--- src/rtl/uart_tx_fifo_if.sv ---
// Host write port, status and transmitter-side signals of the UART TX buffer.
// The master modport is the host/bench side; the slave modport is the buffer.
interface uart_tx_fifo_if #(
  parameter int ADDR_W = 4
);
  logic [7:0]      wr_data;
  logic            wr_en;
  logic            full;
  logic            empty;
  logic [ADDR_W:0] count;
  logic            overflow;
  logic            ovf_clr;
  logic            baud;
  logic [7:0]      txdata;
  logic            tx_enable;
  logic            busy;

  modport master (
    output wr_data, wr_en, ovf_clr, baud,
    input  full, empty, count, overflow, txdata, tx_enable, busy
  );

  modport slave (
    input  wr_data, wr_en, ovf_clr, baud,
    output full, empty, count, overflow, txdata, tx_enable, busy
  );
endinterface

--- src/rtl/uart_tx_fifo.sv ---
// Byte FIFO feeding a UART transmitter: launches one byte per frame and
// paces launches by counting 10 baud ticks (start + 8 data + stop).
module uart_tx_fifo #(
  parameter int ADDR_W = 4
) (
  input  logic           clk,
  input  logic           reset_,
  uart_tx_fifo_if.slave  bus
);
  localparam int              DEPTH   = 1 << ADDR_W;
  localparam logic [ADDR_W:0] FULL_CT = (ADDR_W+1)'(DEPTH);

  typedef enum logic {ST_IDLE, ST_BUSY} state_t;

  state_t              r_state, w_state_nxt;
  logic [7:0]          r_mem [DEPTH];
  logic [ADDR_W-1:0]   r_wr_ptr, r_rd_ptr;
  logic [ADDR_W:0]     r_count, w_count_nxt;
  logic                r_full, r_empty, r_overflow;
  logic [7:0]          r_txdata, w_txdata_nxt;
  logic                r_tx_enable, w_tx_enable_nxt;
  logic [3:0]          r_bcnt, w_bcnt_nxt;
  logic                w_push, w_pop;

  // full is the pre-edge value, so a write while full is dropped even if a pop
  // frees a slot at the same edge.
  assign w_push      = bus.wr_en && !r_full;
  assign w_count_nxt = r_count + {{ADDR_W{1'b0}}, w_push} - {{ADDR_W{1'b0}}, w_pop};

  always_comb begin
    w_state_nxt     = r_state;
    w_tx_enable_nxt = 1'b0;
    w_txdata_nxt    = r_txdata;
    w_bcnt_nxt      = r_bcnt;
    w_pop           = 1'b0;
    case (r_state)
      ST_IDLE: begin
        if (!r_empty) begin
          w_pop           = 1'b1;
          w_txdata_nxt    = r_mem[r_rd_ptr];
          w_tx_enable_nxt = 1'b1;
          w_bcnt_nxt      = '0;
          w_state_nxt     = ST_BUSY;
        end
      end
      ST_BUSY: begin
        // The transmitter is still idle during the strobe cycle, so a baud
        // tick there does not belong to the frame.
        if (bus.baud && !r_tx_enable) begin
          if (r_bcnt == 4'd9) begin
            w_bcnt_nxt  = '0;
            w_state_nxt = ST_IDLE;
          end else begin
            w_bcnt_nxt = r_bcnt + 4'd1;
          end
        end
      end
      default: w_state_nxt = ST_IDLE;
    endcase
  end

  always_ff @(posedge clk or negedge reset_) begin
    if (!reset_) begin
      r_state     <= ST_IDLE;
      r_tx_enable <= 1'b0;
      r_txdata    <= 8'h00;
      r_bcnt      <= '0;
    end else begin
      r_state     <= w_state_nxt;
      r_tx_enable <= w_tx_enable_nxt;
      r_txdata    <= w_txdata_nxt;
      r_bcnt      <= w_bcnt_nxt;
    end
  end

  always_ff @(posedge clk or negedge reset_) begin
    if (!reset_) begin
      r_wr_ptr   <= '0;
      r_rd_ptr   <= '0;
      r_count    <= '0;
      r_full     <= 1'b0;
      r_empty    <= 1'b1;
      r_overflow <= 1'b0;
    end else begin
      if (w_push) r_wr_ptr <= r_wr_ptr + 1'b1;
      if (w_pop)  r_rd_ptr <= r_rd_ptr + 1'b1;
      r_count <= w_count_nxt;
      r_full  <= (w_count_nxt == FULL_CT);
      r_empty <= (w_count_nxt == '0);
      // A new overflow event wins over a simultaneous clear.
      if (bus.wr_en && r_full) r_overflow <= 1'b1;
      else if (bus.ovf_clr)    r_overflow <= 1'b0;
    end
  end

  always_ff @(posedge clk) begin
    if (w_push) r_mem[r_wr_ptr] <= bus.wr_data;
  end

  assign bus.full      = r_full;
  assign bus.empty     = r_empty;
  assign bus.count     = r_count;
  assign bus.overflow  = r_overflow;
  assign bus.txdata    = r_txdata;
  assign bus.tx_enable = r_tx_enable;
  assign bus.busy      = (r_state == ST_BUSY) || !r_empty;
endmodule

--- src/flat_wrapper.sv ---
// flat-port wrapper written by rule: the top's interface ports become plain ports
module uart_tx_fifo_flat 
#(
  parameter int ADDR_W = 4
)
  (clk, reset_, bus_wr_data, bus_wr_en, bus_ovf_clr, bus_baud, bus_full, bus_empty, bus_count, bus_overflow, bus_txdata, bus_tx_enable, bus_busy);
  uart_tx_fifo_if #(.ADDR_W(ADDR_W)) bus_i ();
  input  logic clk;
  input  logic reset_;
  input wire logic [$bits(bus_i.wr_data)-1:0] bus_wr_data;
  input wire logic [$bits(bus_i.wr_en)-1:0] bus_wr_en;
  input wire logic [$bits(bus_i.ovf_clr)-1:0] bus_ovf_clr;
  input wire logic [$bits(bus_i.baud)-1:0] bus_baud;
  output wire logic [$bits(bus_i.full)-1:0] bus_full;
  output wire logic [$bits(bus_i.empty)-1:0] bus_empty;
  output wire logic [$bits(bus_i.count)-1:0] bus_count;
  output wire logic [$bits(bus_i.overflow)-1:0] bus_overflow;
  output wire logic [$bits(bus_i.txdata)-1:0] bus_txdata;
  output wire logic [$bits(bus_i.tx_enable)-1:0] bus_tx_enable;
  output wire logic [$bits(bus_i.busy)-1:0] bus_busy;
  assign bus_i.wr_data = bus_wr_data;
  assign bus_i.wr_en = bus_wr_en;
  assign bus_i.ovf_clr = bus_ovf_clr;
  assign bus_i.baud = bus_baud;
  assign bus_full = bus_i.full;
  assign bus_empty = bus_i.empty;
  assign bus_count = bus_i.count;
  assign bus_overflow = bus_i.overflow;
  assign bus_txdata = bus_i.txdata;
  assign bus_tx_enable = bus_i.tx_enable;
  assign bus_busy = bus_i.busy;
  uart_tx_fifo #(.ADDR_W(ADDR_W)) u_core (.clk(clk), .reset_(reset_), .bus(bus_i));
endmodule
--- config.mk ---
export PLATFORM = sky130hd
export DESIGN_NAME = uart_tx_fifo_flat
export DESIGN_NICKNAME = d
export VERILOG_FILES = /design/src/rtl/uart_tx_fifo_if.sv /design/src/rtl/uart_tx_fifo.sv /design/src/flat_wrapper.sv
export SDC_FILE = /design/constraint.sdc
export NUM_CORES = 1
export LEC_CHECK = 0
export BUFFER_PORTS_ARGS = -buffer_cell sky130_fd_sc_hd__buf_2
export CORE_UTILIZATION = 35
export CTS_CLUSTER_SIZE = 16
export DETAILED_ROUTE_END_ITERATION = 8
export PLACE_DENSITY = 0.48
export SETUP_SLACK_MARGIN = 0.05
export SLEW_MARGIN = 20
export SYNTH_ARGS = -nofsm -noshare
export SYNTH_HDL_FRONTEND = slang
export SYNTH_SLANG_ARGS = --single-unit
--- constraint.sdc ---
create_clock -name clk -period 5.33 [get_ports clk]
set_clock_uncertainty 0.15 [all_clocks]
set_input_delay 1.066 -clock clk [delete_from_list [all_inputs] [get_ports clk]]
set_output_delay 1.066 -clock clk [all_outputs]
set_load 0.01 [all_outputs]
After elaboration in Yosys (flattened, before gate mapping)

Memories as Yosys holds them, arrays and structs flattened. A register that Yosys moved wholly into a read port is not among the register bits.
Cells that the tools add are included.

Add/subtract/negate cells: 5
Eq/ne operators: 4
Multiplexer cells: 13
Bitwise gates (word level): 2
Reduce and logical (&&, ||, !) cells: 12

Operators by type and width:

| cell                | count |
|---|---|
| $add 4x1->4 const B | 3 |
| $mux 4              | 3 |
| $mux 1              | 8 |
| $pmux 4 s2          | 1 |
| $add 5x1->5         | 1 |
| $eq 5x5->1 const B  | 1 |
| $logic_not 5->1     | 1 |
| $sub 5x1->5         | 1 |
| $eq 4x4->1 const B  | 1 |
| $logic_not 1->1     | 4 |
| $ne 2x2->1 const B  | 2 |
| $reduce_and 2->1    | 2 |
| $logic_and 1x1->1   | 3 |
| $not 1->1           | 2 |
| $pmux 1 s2          | 1 |
| $reduce_bool 2->1   | 1 |
| $logic_or 1x1->1    | 1 |

Register bits after elaboration: 22
Bits in writable memories: 128
Bits of input ports: 13
Output and inout port bits: 18
Logic and storage cells: 46
Memories: 1

Memory list:

| memory       | depth | bits a word | rd ports | clocked after Yosys merged registers in | wr ports | line               | source |
|---|---|---|---|---|---|---|---|
| u_core.r_mem | 16    | 8           | 1        | 1                                       | 1        | uart_tx_fifo.sv:16 | `logic [7:0] r_mem [DEPTH];` |

Depth between registers and ports, before layout

Depth after elaboration: 5
Mapped depth: 10
Mapped depth without buffers: 10

Least setup slack after synthesis

Ideal clock, no wire load.

Path kind: in2reg
Start: input bus_wr_en
End: register u_core.r_full (netlist: u_core.bus.full)
Library setup time: 0.088 ns
Arrival time: 2.576 ns
Required time: 5.092 ns
Path slack: 2.516 ns
Cell stages on the path: 8
Path buffers: 1
Path through: nor2b_1 > buf_2 > ha_1 > fa_1 > a21o_1 > a21oi_1 > xnor2_1 > nor3b_1

Word-level cells in the longest chain between the ends: 4

Ends and longest elaborated chain:

| item                            | line               | source |
|---|---|---|
| from (decl)                     | flat_wrapper.sv:11 | `input wire logic [$bits(bus_i.wr_en)-1:0] bus_wr_en;` |
| $logic_and 1x1->1               | uart_tx_fifo.sv:27 | `assign w_push = bus.wr_en && !r_full;` |
| named net u_core.w_push         | uart_tx_fifo.sv:23 | `logic w_push, w_pop;` |
| $add 5x1->5                     | uart_tx_fifo.sv:28 | `assign w_count_nxt = r_count + {{ADDR_W{1'b0}}, w_push} - {{ADDR_W{1'b0}}, w_pop};` |
| $sub 5x1->5                     | uart_tx_fifo.sv:28 |  |
| named net u_core.w_count_nxt[4] | uart_tx_fifo.sv:18 | `logic [ADDR_W:0] r_count, w_count_nxt;` |
| $eq 5x5->1                      | uart_tx_fifo.sv:88 | `r_full <= (w_count_nxt == FULL_CT);` |
| to (signal assigned)            | uart_tx_fifo.sv:88 |  |
| to (decl)                       | uart_tx_fifo.sv:19 | `logic r_full, r_empty, r_overflow;` |

The timed path passes the listed nets, and every way through them passes these cells.
A chain may end at the register's enable or synchronous reset.

Worst setup path in the final report

Start: register u_core.r_empty (netlist: u_core.bus.empty)
End: register u_core.r_full (netlist: u_core.bus.full)

Word-level cells in the longest chain between the ends: 4

Ends and longest elaborated chain:

| item                            | line               | source |
|---|---|---|
| from (decl)                     | uart_tx_fifo.sv:19 |  |
| from (signal assigned)          | uart_tx_fifo.sv:89 | `r_empty <= (w_count_nxt == '0);` |
| $mux 1                          | uart_tx_fifo.sv:38 | `if (!r_empty) begin` |
| $mux 1                          | uart_tx_fifo.sv:36 | `case (r_state)` |
| named net u_core.w_pop          | uart_tx_fifo.sv:23 |  |
| $sub 5x1->5                     | uart_tx_fifo.sv:28 |  |
| named net u_core.w_count_nxt[4] | uart_tx_fifo.sv:18 |  |
| $eq 5x5->1                      | uart_tx_fifo.sv:88 |  |

The timed path passes the listed nets, and every way through them passes these cells.

==> flow_summary.json <==
{
  "grt_max_degree": 49,
  "swShare_pct": 31.0,
  "die_w_um": 138,
  "holdCritPathClass": "reg2reg",
  "rsz0062_at_grt": "no",
  "grt_pass1_vias": 3444,
  "cts_setup_buffers": 0,
  "routedWlPerCell_um": 19.8,
  "dpl.hpwl_um": 9100,
  "gp_congestion": 0.768,
  "grt_pass1_wl_um": 21100,
  "synth_warnings": 0,
  "violations": "design-rule violations",
  "grt_usage_pct": 15.5,
  "cap_violations": 0,
  "ctsResizeCount": 0,
  "seq_power_share_pct": 45.6,
  "core_area_mm2": 0.0181,
  "synth_nets": 444,
  "routed_wirelength_um": 13700,
  "synth_seq_area_share_pct": 70.7,
  "tightestPinTransition_ns": 0.850,
  "crit_arrival_ns": 3.20,
  "p_sw_mw": 1.18,
  "hold_violations": 0,
  "first_iter_violations": 192,
  "cts_max_path_buffers": 2,
  "die_y_um": 138,
  "drcViolationCount": 6,
  "cts_sinks": 158,
  "utilization_pct": 40.7,
  "drt_first_pass_iters": 7,
  "final_common_cell": "edfxtp_1",
  "p_leak_nw": 2.70,
  "end_kind": "flop",
  "antenna_found_initial": 0,
  "cts_root_buffer": "clkbuf_16",
  "ctsHoldBuffers": 0,
  "netlist_instances": 418,
  "power.internal_mw": 2.62,
  "dp.cells": 662,
  "stdcell_area_mm2": 0.00736,
  "cts_tree": "built",
  "cts_buffers": 17,
  "num_antenna_cells": 0,
  "die_area_mm2": 0.0191,
  "start_kind": "flop",
  "setup_slack_ns": 2.31,
  "portBuffers": 30,
  "yosysUniqueCellTypes": 36,
  "max_freq_ghz": 0.331,
  "p_comb_share_pct": 23.8,
  "mostFrequentLayoutCells": "edfxtp_1 (128), mux2i_1 (65), nand2_1 (33)",
  "finalPower_mw": 3.80,
  "ys_seq_elements": 158,
  "clk_latency_ns": 0.42,
  "powerDensity_mw_per_mm2": 516,
  "detail-route-antenna-nets": 0,
  "fill_cells": 1646,
  "synth_area_per_cell_um2": 15.6,
  "vias": 3325,
  "overflow": 0,
  "period_share_pct": 56.7,
  "final.setup.tns_ns": 0,
  "via_per_inst": 4.79,
  "cp.required_ns": 5.51,
  "outcome": "finished, violations left",
  "pin_count": 31,
  "start_util_pct": 35.9,
  "holdWs_ns": 0.323,
  "clkTransAtPathRegs_ns": 0.06,
  "setup_viol": 0,
  "netlist_area_mm2": 0.00650,
  "clockPowerShare_pct": 30.7,
  "slew_headroom_pct": 43.2,
  "syn_to_final_growth_pct": 13.3,
  "critPathKind": "reg2reg",
  "slew_violations": 0,
  "post_dp_cell_area_mm2": 0.00679,
  "layout-drive-gt1-share_pct": 14.4,
  "htree_levels": 4,
  "cp_max_fo": 11,
  "nNetsFinal": 478,
  "final_cells": 694,
  "row_count": 49,
  "pre_cts_slack_ns": 1.88,
  "peakVddDrop_mv": 0.243,
  "min_period_ns": 3.02
}
critical path, stage by stage, from the launching register on:
cell and delay (ns):
dfstp_2 0.55, or2_1 0.39, inv_2 0.14, ha_1 0.30, inv_1 0.04, ha_1 0.22, fa_1 0.40, a21o_1 0.18
a21oi_1 0.17, xnor2_1 0.18, nor3b_1 0.22
power groups by stage:
stage / combinational, mW / sequential [mW] / clock [mW]
finish: 0.903 / 1.73 / 1.16
detailed placement: 0.917 / 1.76 / 0
floorplan: 0.723 / 1.68 / 0
global route: 1.01 / 1.76 / 1.24
global placement: 0.910 / 1.75 / 0
CTS: 0.922 / 1.73 / 1.19
path summary, 6_finish.rpt:
check	from	endpoint	slack, ns	cells past startpoint
min in group asynchronous	reset_	u_core.bus.overflow$_DFFE_PN0P_	0.54	1
worst max-delay path	u_core.bus.empty$_DFF_PN1_	u_core.bus.full$_DFF_PN0_	2.31	10
worst max register to register	u_core.bus.empty$_DFF_PN1_	u_core.bus.full$_DFF_PN0_	2.31	10
worst min register to register	u_core.bus.txdata[0]$_DFFE_PN0P_	u_core.bus.txdata[0]$_DFFE_PN0P_	0.32	2
worst min-delay path	u_core.bus.txdata[0]$_DFFE_PN0P_	u_core.bus.txdata[0]$_DFFE_PN0P_	0.32	2
max in group asynchronous	reset_	u_core.r_rd_ptr[1]$_DFFE_PN0P_	3.96	1
Yosys cell counts:
cell type / count / share of area (%)
a21boi_0: 1 / 0.12
a21o_1: 4 / 0.46
a21oi_1: 18 / 1.4
a22oi_1: 16 / 1.8
and2_1: 17 / 1.6
and3_1: 2 / 0.19
and3b_1: 2 / 0.27
buf_12: 4 / 1.2
buf_2: 7 / 0.54
buf_4: 5 / 0.58
buf_6: 2 / 0.35
clkbuf_2: 1 / 0.077
dfrtp_1: 29 / 11
dfstp_2: 1 / 0.40
edfxtp_1: 128 / 59
fa_1: 1 / 0.31
ha_1: 12 / 2.3
inv_1: 10 / 0.58
inv_2: 1 / 0.058
mux2i_1: 65 / 10
nand2_1: 33 / 1.9
nand2b_1: 1 / 0.096
nand3_1: 25 / 1.9
nand4_1: 1 / 0.096
nor2_1: 3 / 0.17
nor2b_1: 3 / 0.29
nor3_1: 1 / 0.077
nor3b_1: 4 / 0.46
o21ai_0: 2 / 0.15
o21ai_1: 3 / 0.23
o22ai_1: 1 / 0.096
or2_1: 2 / 0.19
or3_1: 2 / 0.19
or3b_1: 1 / 0.13
xnor2_1: 9 / 1.2
xor2_1: 1 / 0.13
cell type report:
type                    count  area, µm²  area share [%]
repair buffers             34        180            2.45
flip-flops and latches    158       4600            62.5
inverters                  11       41.3           0.561
well taps                 229        287            3.89
clock inverters            13        140            1.90
clock buffers              19        433            5.88
multi-input cells         230       1680            22.9
cell families after synthesis:
group / synth area share (%)
AOI/OAI and AO/OA: 4.29
xor gates and xnor gates: 1.35
adders and majority gates: 2.62
buffers and inverters: 3.41
DFF: 70.7
muxes: 10.0
and+or+nand+nor: 7.64
registers in the layout, summed over array words and instances, names as in the netlist:
| register | flops |
|---|---|
| u_core.r_state | 1 |
| u_core.r_rd_ptr | 4 |
| u_core.bus.empty | 1 |
| u_core.r_mem | 128 |
| u_core.bus.tx_enable | 1 |
| u_core.r_wr_ptr | 4 |
| u_core.bus.txdata | 8 |
| u_core.r_bcnt | 4 |
| u_core.bus.overflow | 1 |
| u_core.bus.count | 5 |
| u_core.bus.full | 1 |
routing by layer:
| metal | GRT usage [%] | up-vias | wire length, µm |
|---|---|---|---|
| met3 | 3.22 | 8 | 546 |
| met5 | 0 | - | 0 |
| met4 | 6.03 | 0 | 104 |
| li1 | - | 1619 | - |
| met2 | 23.7 | 49 | 6600 |
| met1 | 21.5 | 1649 | 6460 |
(Power assumes the default switching activity.)
